`config.mk`:
```
export PLATFORM = sky130hd
export DESIGN_NAME = synapse_accumulator
export DESIGN_NICKNAME = d
export VERILOG_FILES = /design/src/rtl/snn_syn_pkg.sv /design/src/rtl/sat_adder.sv /design/src/rtl/synapse_accumulator.sv
export SDC_FILE = /design/constraint.sdc
export NUM_CORES = 1
export LEC_CHECK = 0
export BUFFER_PORTS_ARGS = -buffer_cell sky130_fd_sc_hd__buf_2
export CAP_MARGIN = 30
export CORE_MARGIN = 2
export CORE_UTILIZATION = 58
export DETAILED_ROUTE_END_ITERATION = 8
export GPL_TIMING_DRIVEN = 0
export PLACE_DENSITY = 0.8
export SKIP_CTS_REPAIR_TIMING = 1
export SLEW_MARGIN = 20
export SYNTH_ARGS = -nofsm -noshare
export SYNTH_HDL_FRONTEND = slang
export SYNTH_SLANG_ARGS = --single-unit
export TNS_END_PERCENT = 100
```
`constraint.sdc`:
```
create_clock -name clk -period 3.4 [get_ports clk]
set_input_delay 0.51 -clock clk [delete_from_list [all_inputs] [get_ports clk]]
set_output_delay 0.51 -clock clk [all_outputs]
set_load 0.02 [all_outputs]
```
`src/rtl/snn_syn_pkg.sv`:
```
// Shared widths and state encoding for the synapse averaging path.
// Used by the accumulator and the saturating adder.
package snn_syn_pkg;

    localparam int SYN_WGT_W      = 8;
    localparam int SYN_SUM_W      = 14;
    localparam int SYN_CNT_W      = 13;
    localparam int SYN_WINDOW_LEN = 16;

    typedef enum logic {
        ST_ACCUM   = 1'b0,
        ST_PRESENT = 1'b1
    } syn_state_e;

endpackage

```
`src/rtl/sat_adder.sv`:
```
// Unsigned saturating add of a weight onto a running sum.
// Reports whether the result was clipped to the all-ones maximum.
module sat_adder
    import snn_syn_pkg::*;
#(
    parameter int SUM_W = SYN_SUM_W,
    parameter int WGT_W = SYN_WGT_W
) (
    input  logic [SUM_W-1:0] a,
    input  logic [WGT_W-1:0] b,
    output logic [SUM_W-1:0] sum,
    output logic             clip
);

    localparam int RAW_W = SUM_W + 1;

    logic [SUM_W:0] raw;

    assign raw  = {1'b0, a} + RAW_W'(b);
    assign clip = raw[SUM_W];
    assign sum  = clip ? '1 : raw[SUM_W-1:0];

endmodule

```
`src/rtl/synapse_accumulator.sv`:
```
// Windowed weight accumulator with valid/ready result hand-off.
// Define SYN_ACC_SAT_FLAG_EN to expose the per-window saturation flag port.
module synapse_accumulator
    import snn_syn_pkg::*;
#(
    parameter int WGT_W      = SYN_WGT_W,
    parameter int SUM_W      = SYN_SUM_W,
    parameter int CNT_W      = SYN_CNT_W,
    parameter int WINDOW_LEN = SYN_WINDOW_LEN
) (
    input  logic             clk,
    input  logic             reset,
    input  logic             in_valid,
    input  logic [WGT_W-1:0] in_weight,
    input  logic             in_last,
    input  logic             flush,
    output logic             in_ready,
    output logic [SUM_W-1:0] info,
    output logic [CNT_W-1:0] divisor,
    output logic             valid,
`ifdef SYN_ACC_SAT_FLAG_EN
    output logic             sat,
`endif
    input  logic             ready
);

    if (WINDOW_LEN < 1 || WINDOW_LEN > (2 ** CNT_W) - 1) begin : g_bad_window
        $error("synapse_accumulator: WINDOW_LEN out of range");
    end

    localparam logic [CNT_W-1:0] WIN_CNT = CNT_W'(WINDOW_LEN);

    syn_state_e       state, state_next;
    logic [SUM_W-1:0] sum, sum_next;
    logic [CNT_W-1:0] count, count_next;
    logic             win_sat, win_sat_next;
    logic [SUM_W-1:0] info_q, info_next;
    logic [CNT_W-1:0] div_q, div_next;
    logic             valid_q, valid_next;
    logic             sat_q, sat_next;

    logic [SUM_W-1:0] add_sum;
    logic             add_clip;
    logic [SUM_W-1:0] acc_sum;
    logic [CNT_W-1:0] acc_cnt;
    logic             acc_sat;
    logic             close;

    sat_adder #(
        .SUM_W(SUM_W),
        .WGT_W(WGT_W)
    ) u_add (
        .a   (sum),
        .b   (in_weight),
        .sum (add_sum),
        .clip(add_clip)
    );

    always_comb begin
        state_next   = state;
        sum_next     = sum;
        count_next   = count;
        win_sat_next = win_sat;
        info_next    = info_q;
        div_next     = div_q;
        valid_next   = valid_q;
        sat_next     = sat_q;
        acc_sum      = sum;
        acc_cnt      = count;
        acc_sat      = win_sat;
        close        = 1'b0;
        unique case (state)
            ST_ACCUM: begin
                if (in_valid) begin
                    acc_sum = add_sum;
                    acc_cnt = count + 1'b1;
                    acc_sat = win_sat | add_clip;
                end
                // an empty window never closes, so divisor is never zero
                close = (in_valid && (in_last || acc_cnt == WIN_CNT))
                      || (flush && acc_cnt != '0);
                sum_next     = acc_sum;
                count_next   = acc_cnt;
                win_sat_next = acc_sat;
                if (close) begin
                    info_next    = acc_sum;
                    div_next     = acc_cnt;
                    sat_next     = acc_sat;
                    valid_next   = 1'b1;
                    sum_next     = '0;
                    count_next   = '0;
                    win_sat_next = 1'b0;
                    state_next   = ST_PRESENT;
                end
            end
            ST_PRESENT: begin
                if (ready) begin
                    valid_next = 1'b0;
                    sat_next   = 1'b0;
                    state_next = ST_ACCUM;
                end
            end
            default: state_next = ST_ACCUM;
        endcase
    end

    always_ff @(posedge clk or negedge reset) begin
        if (!reset) begin
            state   <= ST_ACCUM;
            sum     <= '0;
            count   <= '0;
            win_sat <= 1'b0;
            info_q  <= '0;
            div_q   <= '0;
            valid_q <= 1'b0;
            sat_q   <= 1'b0;
        end else begin
            state   <= state_next;
            sum     <= sum_next;
            count   <= count_next;
            win_sat <= win_sat_next;
            info_q  <= info_next;
            div_q   <= div_next;
            valid_q <= valid_next;
            sat_q   <= sat_next;
        end
    end

    assign in_ready = (state == ST_ACCUM);
    assign info     = info_q;
    assign divisor  = div_q;
    assign valid    = valid_q;

`ifdef SYN_ACC_SAT_FLAG_EN
    assign sat = sat_q;
`else
    logic unused_sat;
    assign unused_sat = sat_q;
`endif

endmodule

```
==> impl_metrics.ini <==
[power_and_ir_drop]
p_leak_nw = 1.78
p_per_area_nw_per_um2 = 651
ir_worst_vdd_v = 0.000352

[setup_path]
crit_type = reg2reg
crit_path_start_kind = register
arrival_ps = 3290
crit_chain = ha_1 -> nand4_4 -> o21ai_2 -> o2111ai_2 -> nor4_4 -> a31oi_2 -> a21o_1 -> buf_4 -> nand2_4 -> buf_6 -> o2bb2ai_1
slowest_stage = dfrtp_1
cp_max_fo = 10
max_stage_delay_ps = 500
end_kind = register
worstPathRequired_ps = 3640
critical-path-top-delay-family = compound AO/OA/AOI/OAI gates
startpoint = count[0]
reg2reg_from = count[0]
crit_buf_inv = 2

[cells_and_area]
layout.nets = 422
layout_common_cells = dfrtp_1, buf_2, nand2_1
final_cell_count_no_fill = 471
post-route-util_pct = 68.2
antenna_cells = 0
layout_commonest_cell = dfrtp_1
drive_gt1_share_pct = 20.8
syn_to_final_growth_pct = 11.7
fillerInstances = 471

[drt]
top_layer = met4
viasPerCell = 6.06
wl_met2_um = 4010
vias = 2853
wirelength_met1_um = 3550
first_pass_iters = 4
routed-wl-met3_um = 315
drc = 0
routedWlPerCell_um = 17.0
drt_iter0_markers = 261
totalWireLength_um = 7990
postRouteAntennaNets = 0

[sta]
tns_ps = 0
hold_violations = 0
worst_slew_margin_rel_pct = 51.9
drv_slew = 0
finalWorstPathRequiredPeriod_ps = 3050
max_freq_mhz = 328
finClkSkew_ps = 11.3
tightest_slew_ps = 722
setup_viol_count_final = 0
post-route-period-util_pct = 89.7
holdWs_ps = 233
setup_ws_ps = 349
rsz0062_at_grt = no

[clocking]
clock_latency_ps = 320
cts_htree_levels = 2
cts_sinks = 56
tritoncts = built
cts_max_path_buffers = 2
ctsRootBufferMaster = clkbuf_8
numCtsBuffers = 5
clkSlewWorstSetupHoldPaths_ps = 110

[synthesis]
synth_cells = 348
seq_area_frac_synth_pct = 41.0
synth-edff-count = 0
netlist_area_um2 = 3420
post_synth.cell_area_avg_um2 = 9.83
async_reset_ff_share_pct = 100
synth_nets = 372
ys_ff_latch = 56
ys.flop_type = dfrtp_1
synth.distinct_cells = 62
ys_warn_count = 0

[place]
place_ws_ps = 391
dp.cells = 462
place.gp.congestion = 0.854
io_buffers = 42
place_hpwl_um = 5600

[global_routing]
grt_pass1_vias = 2829
antenna_found_initial = 0
grt_pass1_wl_um = 13300
grt_overflow_total = 0
grt_max_degree = 57
track_usage_pct = 26.7

[die]
initial_core_util_pct = 61.0
die_w_um = 80.8
rows = 27
core_um2 = 5610
die_area_um2 = 6530
die_h_um = 80.8
ios = 43

[hold_path]
min_path_type = in2async

[status]
status = completed

[run]
maxCapViolCount = 0
[registers in the layout, indices dropped and copies added (netlist names)]
register and flops:
divisor 13, info 14, count 13, sum 14
valid 1, state 1
[final timing paths]
check	to	slack, ps	cells past startpoint
max	info[8]	350	11
min	divisor[1]	230	1
max reg2reg	info[8]	350	11
min reg2reg	info[3]	490	1
max in group asynchronous	info[7]	2680	1
min in group clk	state	380	2
[cell families after synthesis]
kind of cell / synth area share [%]
compound gates: 23.7
xor+xnor: 5.56
fa+ha+maj: 3.88
buf+inv: 5.34
flops: 41.0
mux: 5.12
simple gates: 15.5
[worst reg2reg max path: stages, from the launching register on]
cell       delay (ps)
dfrtp_1           500
ha_1              340
nand4_4           220
o21ai_2           240
o2111ai_2         170
nor4_4            430
a31oi_2           230
a21o_1            200
buf_4             180
nand2_4           140
buf_6             190
o2bb2ai_1         140
[cells in the mapped netlist, drive strengths merged (6+ instances only)]
cell type / instances / area (um2)
mux2: 7 / 105
nand4: 8 / 65.1
buf: 12 / 96.3
a211oi: 7 / 57.6
nand3: 6 / 30.0
a22o: 14 / 123
a21o: 12 / 90.1
ha: 9 / 113
xnor2: 15 / 146
inv: 9 / 33.8
nor2: 27 / 120
a21oi: 20 / 111
clkbuf: 14 / 52.6
nand2: 27 / 109
mux2i: 7 / 70.1
o21ai: 37 / 189
a31oi: 7 / 50.1
dfrtp: 56 / 1400
[metal layers]
| layer | GRT usage (%) | vias up |
|---|---|---|
| li1 | - | 1366 |
| met1 | 34.2 | 1404 |
| met2 | 46.4 | 76 |
| met3 | 4.22 | 7 |
| met4 | 8.47 | 0 |
| met5 | 0 | - |
[stage by stage]
step | power (W) | instance area (um2)
after floorplan | 0.00177 | 3420
after global placement | 0.00208 | 3720
after detailed placement | 0.00211 | 3720
after CTS | 0.00249 | 3820
after global routing | 0.00265 | 3820
final | 0.00249 | 3820
[where the power goes]
group / total [W] / switching (W) / leakage [nW] / internal, W
combinational: 0.00118 / 0.000730 / 0.992 / 0.000453
sequential: 0.000925 / 0.000111 / 0.747 / 0.000814
clock: 0.000379 / 0.000233 / 0.0404 / 0.000147
total: 0.00249 / 0.00107 / 1.78 / 0.00141
[area by class of cell]
type / instances / area [um2] / share of cell area, %
Multi-Input combinational cell: 257 / 1840 / 48.1
Sequential cell: 56 / 1400 / 36.7
Timing Repair Buffer: 43 / 218 / 5.70
Buffer: 26 / 149 / 3.90
Tap cell: 72 / 90.1 / 2.36
Clock buffer: 5 / 68.8 / 1.80
Inverter: 9 / 33.8 / 0.884
Clock inverter: 3 / 23.8 / 0.622
Note: power is estimated with default switching activity, not from simulation.
